**config.mk**
```make
export PLATFORM = sky130hd
export DESIGN_NAME = instr_fetch_unit
export DESIGN_NICKNAME = d
export VERILOG_FILES = /design/src/rtl/instr_fetch_unit.sv
export SDC_FILE = /design/constraint.sdc
export NUM_CORES = 1
export LEC_CHECK = 0
export CORE_MARGIN = 2
export CORE_UTILIZATION = 39
export DETAILED_ROUTE_END_ITERATION = 6
export SLEW_MARGIN = 20
export SYNTH_ARGS = -nofsm -noshare
export SYNTH_HDL_FRONTEND = slang
export SYNTH_SLANG_ARGS = --single-unit
```
**constraint.sdc**
```tcl
create_clock -name clk -period 4.35 [get_ports clk]
set_clock_uncertainty 0.1 [all_clocks]
set_input_delay 0.6525 -clock clk [delete_from_list [all_inputs] [get_ports clk]]
set_output_delay 0.6525 -clock clk [all_outputs]
set_load 0.01 [all_outputs]
```
**src/rtl/instr_fetch_unit.sv**
```systemverilog
// -----------------------------------------------------------------------------
// instr_fetch_unit
//
// Fetch stage feeding the single-cycle control unit. Owns the PC, issues
// in-order word fetches over a req/gnt/rvalid handshake (at most one request
// in flight), buffers returned words in a small FIFO and presents the head
// instruction plus its opCode/func fields. A taken branch on the consumed
// head (pcSrc) redirects the PC, flushes the FIFO and squashes any stale
// in-flight response.
//
// Parameters:
//   RESET_PC    first fetch address after reset (word aligned)
//   IBUF_DEPTH  instruction buffer entries (power of two, >= 2)
//
// Ports:
//   clk, rst_n            clock, asynchronous active-low reset
//   imemReq/imemAddr      fetch request and byte address (== fetch PC)
//   imemGnt               request accepted when imemReq & imemGnt
//   imemRvalid/imemRdata  in-order response and instruction word
//   instrValid/instrReady head valid / downstream consume handshake
//   instr/opCode/func     head instruction and its [31:26] / [5:0] fields
//   instrPc               address of the head instruction
//   pcSrc/branchImm       taken branch and immediate for the consumed head
// -----------------------------------------------------------------------------
module instr_fetch_unit #(
    parameter logic [31:0] RESET_PC   = 32'h0000_0000,
    parameter int unsigned IBUF_DEPTH = 2
) (
    input  logic        clk,
    input  logic        rst_n,
    output logic        imemReq,
    output logic [31:0] imemAddr,
    input  logic        imemGnt,
    input  logic        imemRvalid,
    input  logic [31:0] imemRdata,
    output logic        instrValid,
    input  logic        instrReady,
    output logic [31:0] instr,
    output logic [5:0]  opCode,
    output logic [5:0]  func,
    output logic [31:0] instrPc,
    input  logic        pcSrc,
    input  logic [15:0] branchImm
);

    localparam int unsigned PTR_W = (IBUF_DEPTH > 1) ? $clog2(IBUF_DEPTH) : 1;
    localparam int unsigned CNT_W = $clog2(IBUF_DEPTH + 1);

    logic [31:0]      r_fetchPc;
    logic             r_running;
    logic             r_outstanding;
    logic             r_squash;
    logic [31:0]      r_reqPc;
    logic [31:0]      r_pcMem  [IBUF_DEPTH];
    logic [31:0]      r_insMem [IBUF_DEPTH];
    logic [PTR_W-1:0] r_rdPtr;
    logic [PTR_W-1:0] r_wrPtr;
    logic [CNT_W-1:0] r_count;

    logic             w_consume;
    logic             w_redirect;
    logic             w_accept;
    logic             w_respValid;
    logic             w_push;
    logic [31:0]      w_target;

    assign instrValid  = (r_count != '0);
    assign instr       = r_insMem[r_rdPtr];
    assign instrPc     = r_pcMem[r_rdPtr];
    assign opCode      = instr[31:26];
    assign func        = instr[5:0];

    assign w_consume   = instrValid & instrReady;
    assign w_redirect  = w_consume & pcSrc;

    // Single outstanding request; blocked in the redirect cycle so the old
    // sequential address is never issued after a taken branch.
    assign imemReq     = r_running & ~r_outstanding & ~w_redirect
                       & (r_count < CNT_W'(IBUF_DEPTH));
    assign imemAddr    = r_fetchPc;
    assign w_accept    = imemReq & imemGnt;

    // Responses with nothing in flight (e.g. from before a reset) are ignored.
    assign w_respValid = imemRvalid & r_outstanding;
    assign w_push      = w_respValid & ~r_squash & ~w_redirect;

    assign w_target    = instrPc + 32'd4 + {{14{branchImm[15]}}, branchImm, 2'b00};

    // PC and handshake control
    always_ff @(posedge clk or negedge rst_n) begin
        if (!rst_n) begin
            r_running     <= 1'b0;
            r_fetchPc     <= RESET_PC;
            r_outstanding <= 1'b0;
            r_squash      <= 1'b0;
            r_reqPc       <= '0;
        end else begin
            r_running <= 1'b1;

            if (w_redirect) begin
                r_fetchPc <= w_target;
            end else if (w_accept) begin
                r_fetchPc <= r_fetchPc + 32'd4;
            end

            // accept needs !outstanding and a response needs outstanding,
            // so the two never coincide.
            if (w_accept) begin
                r_outstanding <= 1'b1;
                r_reqPc       <= r_fetchPc;
            end else if (w_respValid) begin
                r_outstanding <= 1'b0;
            end

            // A redirect whose response is still in flight marks that
            // response stale; outstanding stays set until it arrives.
            if (w_respValid) begin
                r_squash <= 1'b0;
            end else if (w_redirect && r_outstanding) begin
                r_squash <= 1'b1;
            end
        end
    end

    // Instruction buffer
    always_ff @(posedge clk or negedge rst_n) begin
        if (!rst_n) begin
            r_rdPtr <= '0;
            r_wrPtr <= '0;
            r_count <= '0;
            for (int unsigned i = 0; i < IBUF_DEPTH; i++) begin
                r_pcMem[PTR_W'(i)]  <= '0;
                r_insMem[PTR_W'(i)] <= '0;
            end
        end else if (w_redirect) begin
            r_rdPtr <= '0;
            r_wrPtr <= '0;
            r_count <= '0;
        end else begin
            if (w_push) begin
                r_pcMem[r_wrPtr]  <= r_reqPc;
                r_insMem[r_wrPtr] <= imemRdata;
                r_wrPtr           <= r_wrPtr + PTR_W'(1);
            end
            if (w_consume) begin
                r_rdPtr <= r_rdPtr + PTR_W'(1);
            end
            case ({w_push, w_consume})
                2'b10:   r_count <= r_count + CNT_W'(1);
                2'b01:   r_count <= r_count - CNT_W'(1);
                default: r_count <= r_count;
            endcase
        end
    end

endmodule

```
==> run summary <==
Max clock buf depth: 2
RSZ-0062 raised after global routing: no
WL/cell: 18.3 um
GRT Overall Usage: 0.195
PwrDens: 775 nW/um^2
main area contributors after synthesis: dfrtp_1 (46%), mux2_2 (13%), ha_1 (6.7%)
Top FF cell, synth: dfrtp_1
port buffer count: 163
cell count after placement: 1470
Tcrit/Tclk final: 0.880
setup violators final: 0
Synthesized Nets: 1088
routed vias/inst: 5.21
worst-margin pin slew: 972 ps
1st-iter DRT viols: 351
R2R Setup Slk: 520 ps
htree depth: 4
# IOs: 164
router iterations before antenna repair: 5
Critical Path Source Type: flop
TNS Setup: 0 ps
via count: 7824
largest net degree at the start of global routing: 114
status: complete, no violations
post-cts resize count: 0
Yosys top cell area share: 0.460
vias in the first global route: 7997
Routed WL: 27500 um
die height: 171 um
Slew Viols, Final: 0
CTS Hold Buffers Added: 0
routed wl met3: 1070 um
Starting Density: 0.399
overall power: 10.3 mW
fin crit period: 3830 ps
count leader, synth: dfrtp_1
met1 wire length: 13600 um
die area: 29100 sq um
CTS Sinks: 199
Post-synth ARST share: 1.00
Static Leak: 5.97 nW
Core Footprint: 27100 sq um
post-synthesis sequential area ratio: 0.460
Max-Slew Margin vs Limit: 0.352
CTS root buffer: clkbuf_16
row count: 60
antenna violations before repair: 0
mean post-synth cell area: 11.1 sq um
crit-path max FO: 18
worst vdd ir: 0.296 mV
synth unique cells: 66
Worst EP required: 4580 ps
CTS tree: built
commonest cells in the netlist: dfrtp_1 (199), nand2_1 (154), mux2_2 (128)
hpwl dp: 19300 um
cell taking the most area after synthesis: dfrtp_1
share of layout cells above drive strength 1: 0.173
Routability Congestion: 0.860
final hold violations: 0
WS Path Type: flop to flop
Ant. Diodes: 0
Synth Cell Area: 10800 sq um
remaining global-route overflow: 0
first-pass GRT wire length: 44100 um
Inserted Clock Buffers: 17
cells after synthesis: 975
Routed Antenna Nets: 0
die width: 171 um
# nets final: 1230
Synth warnings: 0
DRC Markers: 0
Critical Path AT: 4060 ps
Tightest Hold Check Type: primary input to async pin
Max Used Layer: met4
DR WL met2: 12500 um
fmax: 0.261 GHz
number of synthesized flops with an enable pin: 0
post-CTS setup buffers: 0
#FFs+latches synth: 199
clk slew on worst S/H paths: 90 ps
later-pin clock latency in the skew report: 440 ps
Synth-to-Final Area Change: 23.4%
non-filler cells, final: 1502
Critical Path End Type: flop
max-cap violations: 0
report_power, final:
part           internal (mW)  total, mW  switching, mW  leakage [nW]
registers               2.67       3.32          0.649          2.46
clock network          0.782       1.61          0.832         0.287
logic                   2.79       5.41           2.62          3.22
final timing paths:
| check | from | end | cells after the start |
|---|---|---|---|
| min in group clk | r_pcMem[58] | r_pcMem[58] | 1 |
| min reg2reg | r_pcMem[58] | r_pcMem[58] | 1 |
| max in group asynchronous | rst_n | r_reqPc[11] | 2 |
| min | rst_n | r_reqPc[17] | 1 |
| max reg2reg | r_rdPtr | imemAddr[31] | 10 |
| max | r_rdPtr | imemAddr[31] | 10 |
cell usage in the layout (no fill, tap or decap), drive strengths merged, types with 26 or more instances in the layout:
cell             n
ha              58
clkdlybuf4s50  162
a21oi           40
nor2            28
o21ai           38
dfrtp          199
nand3           26
mux2           192
xor2            26
nand2          155
worst max-delay path: stages, from the launching register on:
cell	delay, ps
dfrtp_2	690
buf_4	340
mux2_2	380
ha_1	290
ha_1	410
nand2_1	140
or4_1	520
a311oi_1	330
a2111oi_2	100
xnor2_1	140
mux2_2	260
flip-flops by register name, indices dropped and copies added (netlist names):
| register | count |
|---|---|
| r_running | 1 |
| imemAddr | 32 |
| r_outstanding | 1 |
| r_pcMem | 64 |
| r_rdPtr | 1 |
| r_reqPc | 32 |
| r_count | 2 |
| r_squash | 1 |
| r_wrPtr | 1 |
| r_insMem | 64 |
metrics by stage:
step / worst slack [ps] / area [sq um] / util / hold WS, ps
finish: 520 / 13300 / 0.492 / 232
global placement: 359 / 12700 / 0.470 / 363
global route: 274 / 13300 / 0.492 / 317
detailed placement: 321 / 12700 / 0.470 / 371
floorplan: 451 / 10800 / - / 257
CTS: 505 / 13300 / 0.492 / 285
cells by family (layout without fill, tap and decap cells):
kind of cell / count (synthesis) / count (layout) / synth area share
AO/OA/AOI/OAI: 134 / 134 / 0.0775
XOR/XNOR: 45 / 45 / 0.0364
adder cells (fa/ha/maj): 59 / 59 / 0.0690
buffers and inverters: 72 / 227 / 0.0364
flip-flops: 199 / 199 / 0.460
multiplexers: 199 / 199 / 0.208
other: 1 / 1 / 0.000347
AND/OR/NAND/NOR: 266 / 266 / 0.112
final cells by class:
| cell class | count | area (sq um) |
|---|---|---|
| timing repair buffer | 182 | 1790 |
| inverter | 13 | 48.8 |
| tap | 372 | 465 |
| clock buffer | 17 | 425 |
| fill | 2492 | 13800 |
| multi-input combinational | 704 | 5450 |
| clock inverter | 15 | 181 |
| sequential | 199 | 4980 |
routing by layer:
metal,up-vias,track usage
met3,30,0.0301
li1,3729,-
met4,0,0.0446
met2,198,0.316
met5,-,0
met1,3867,0.276
Note: power is estimated with default switching activity, not from simulation.
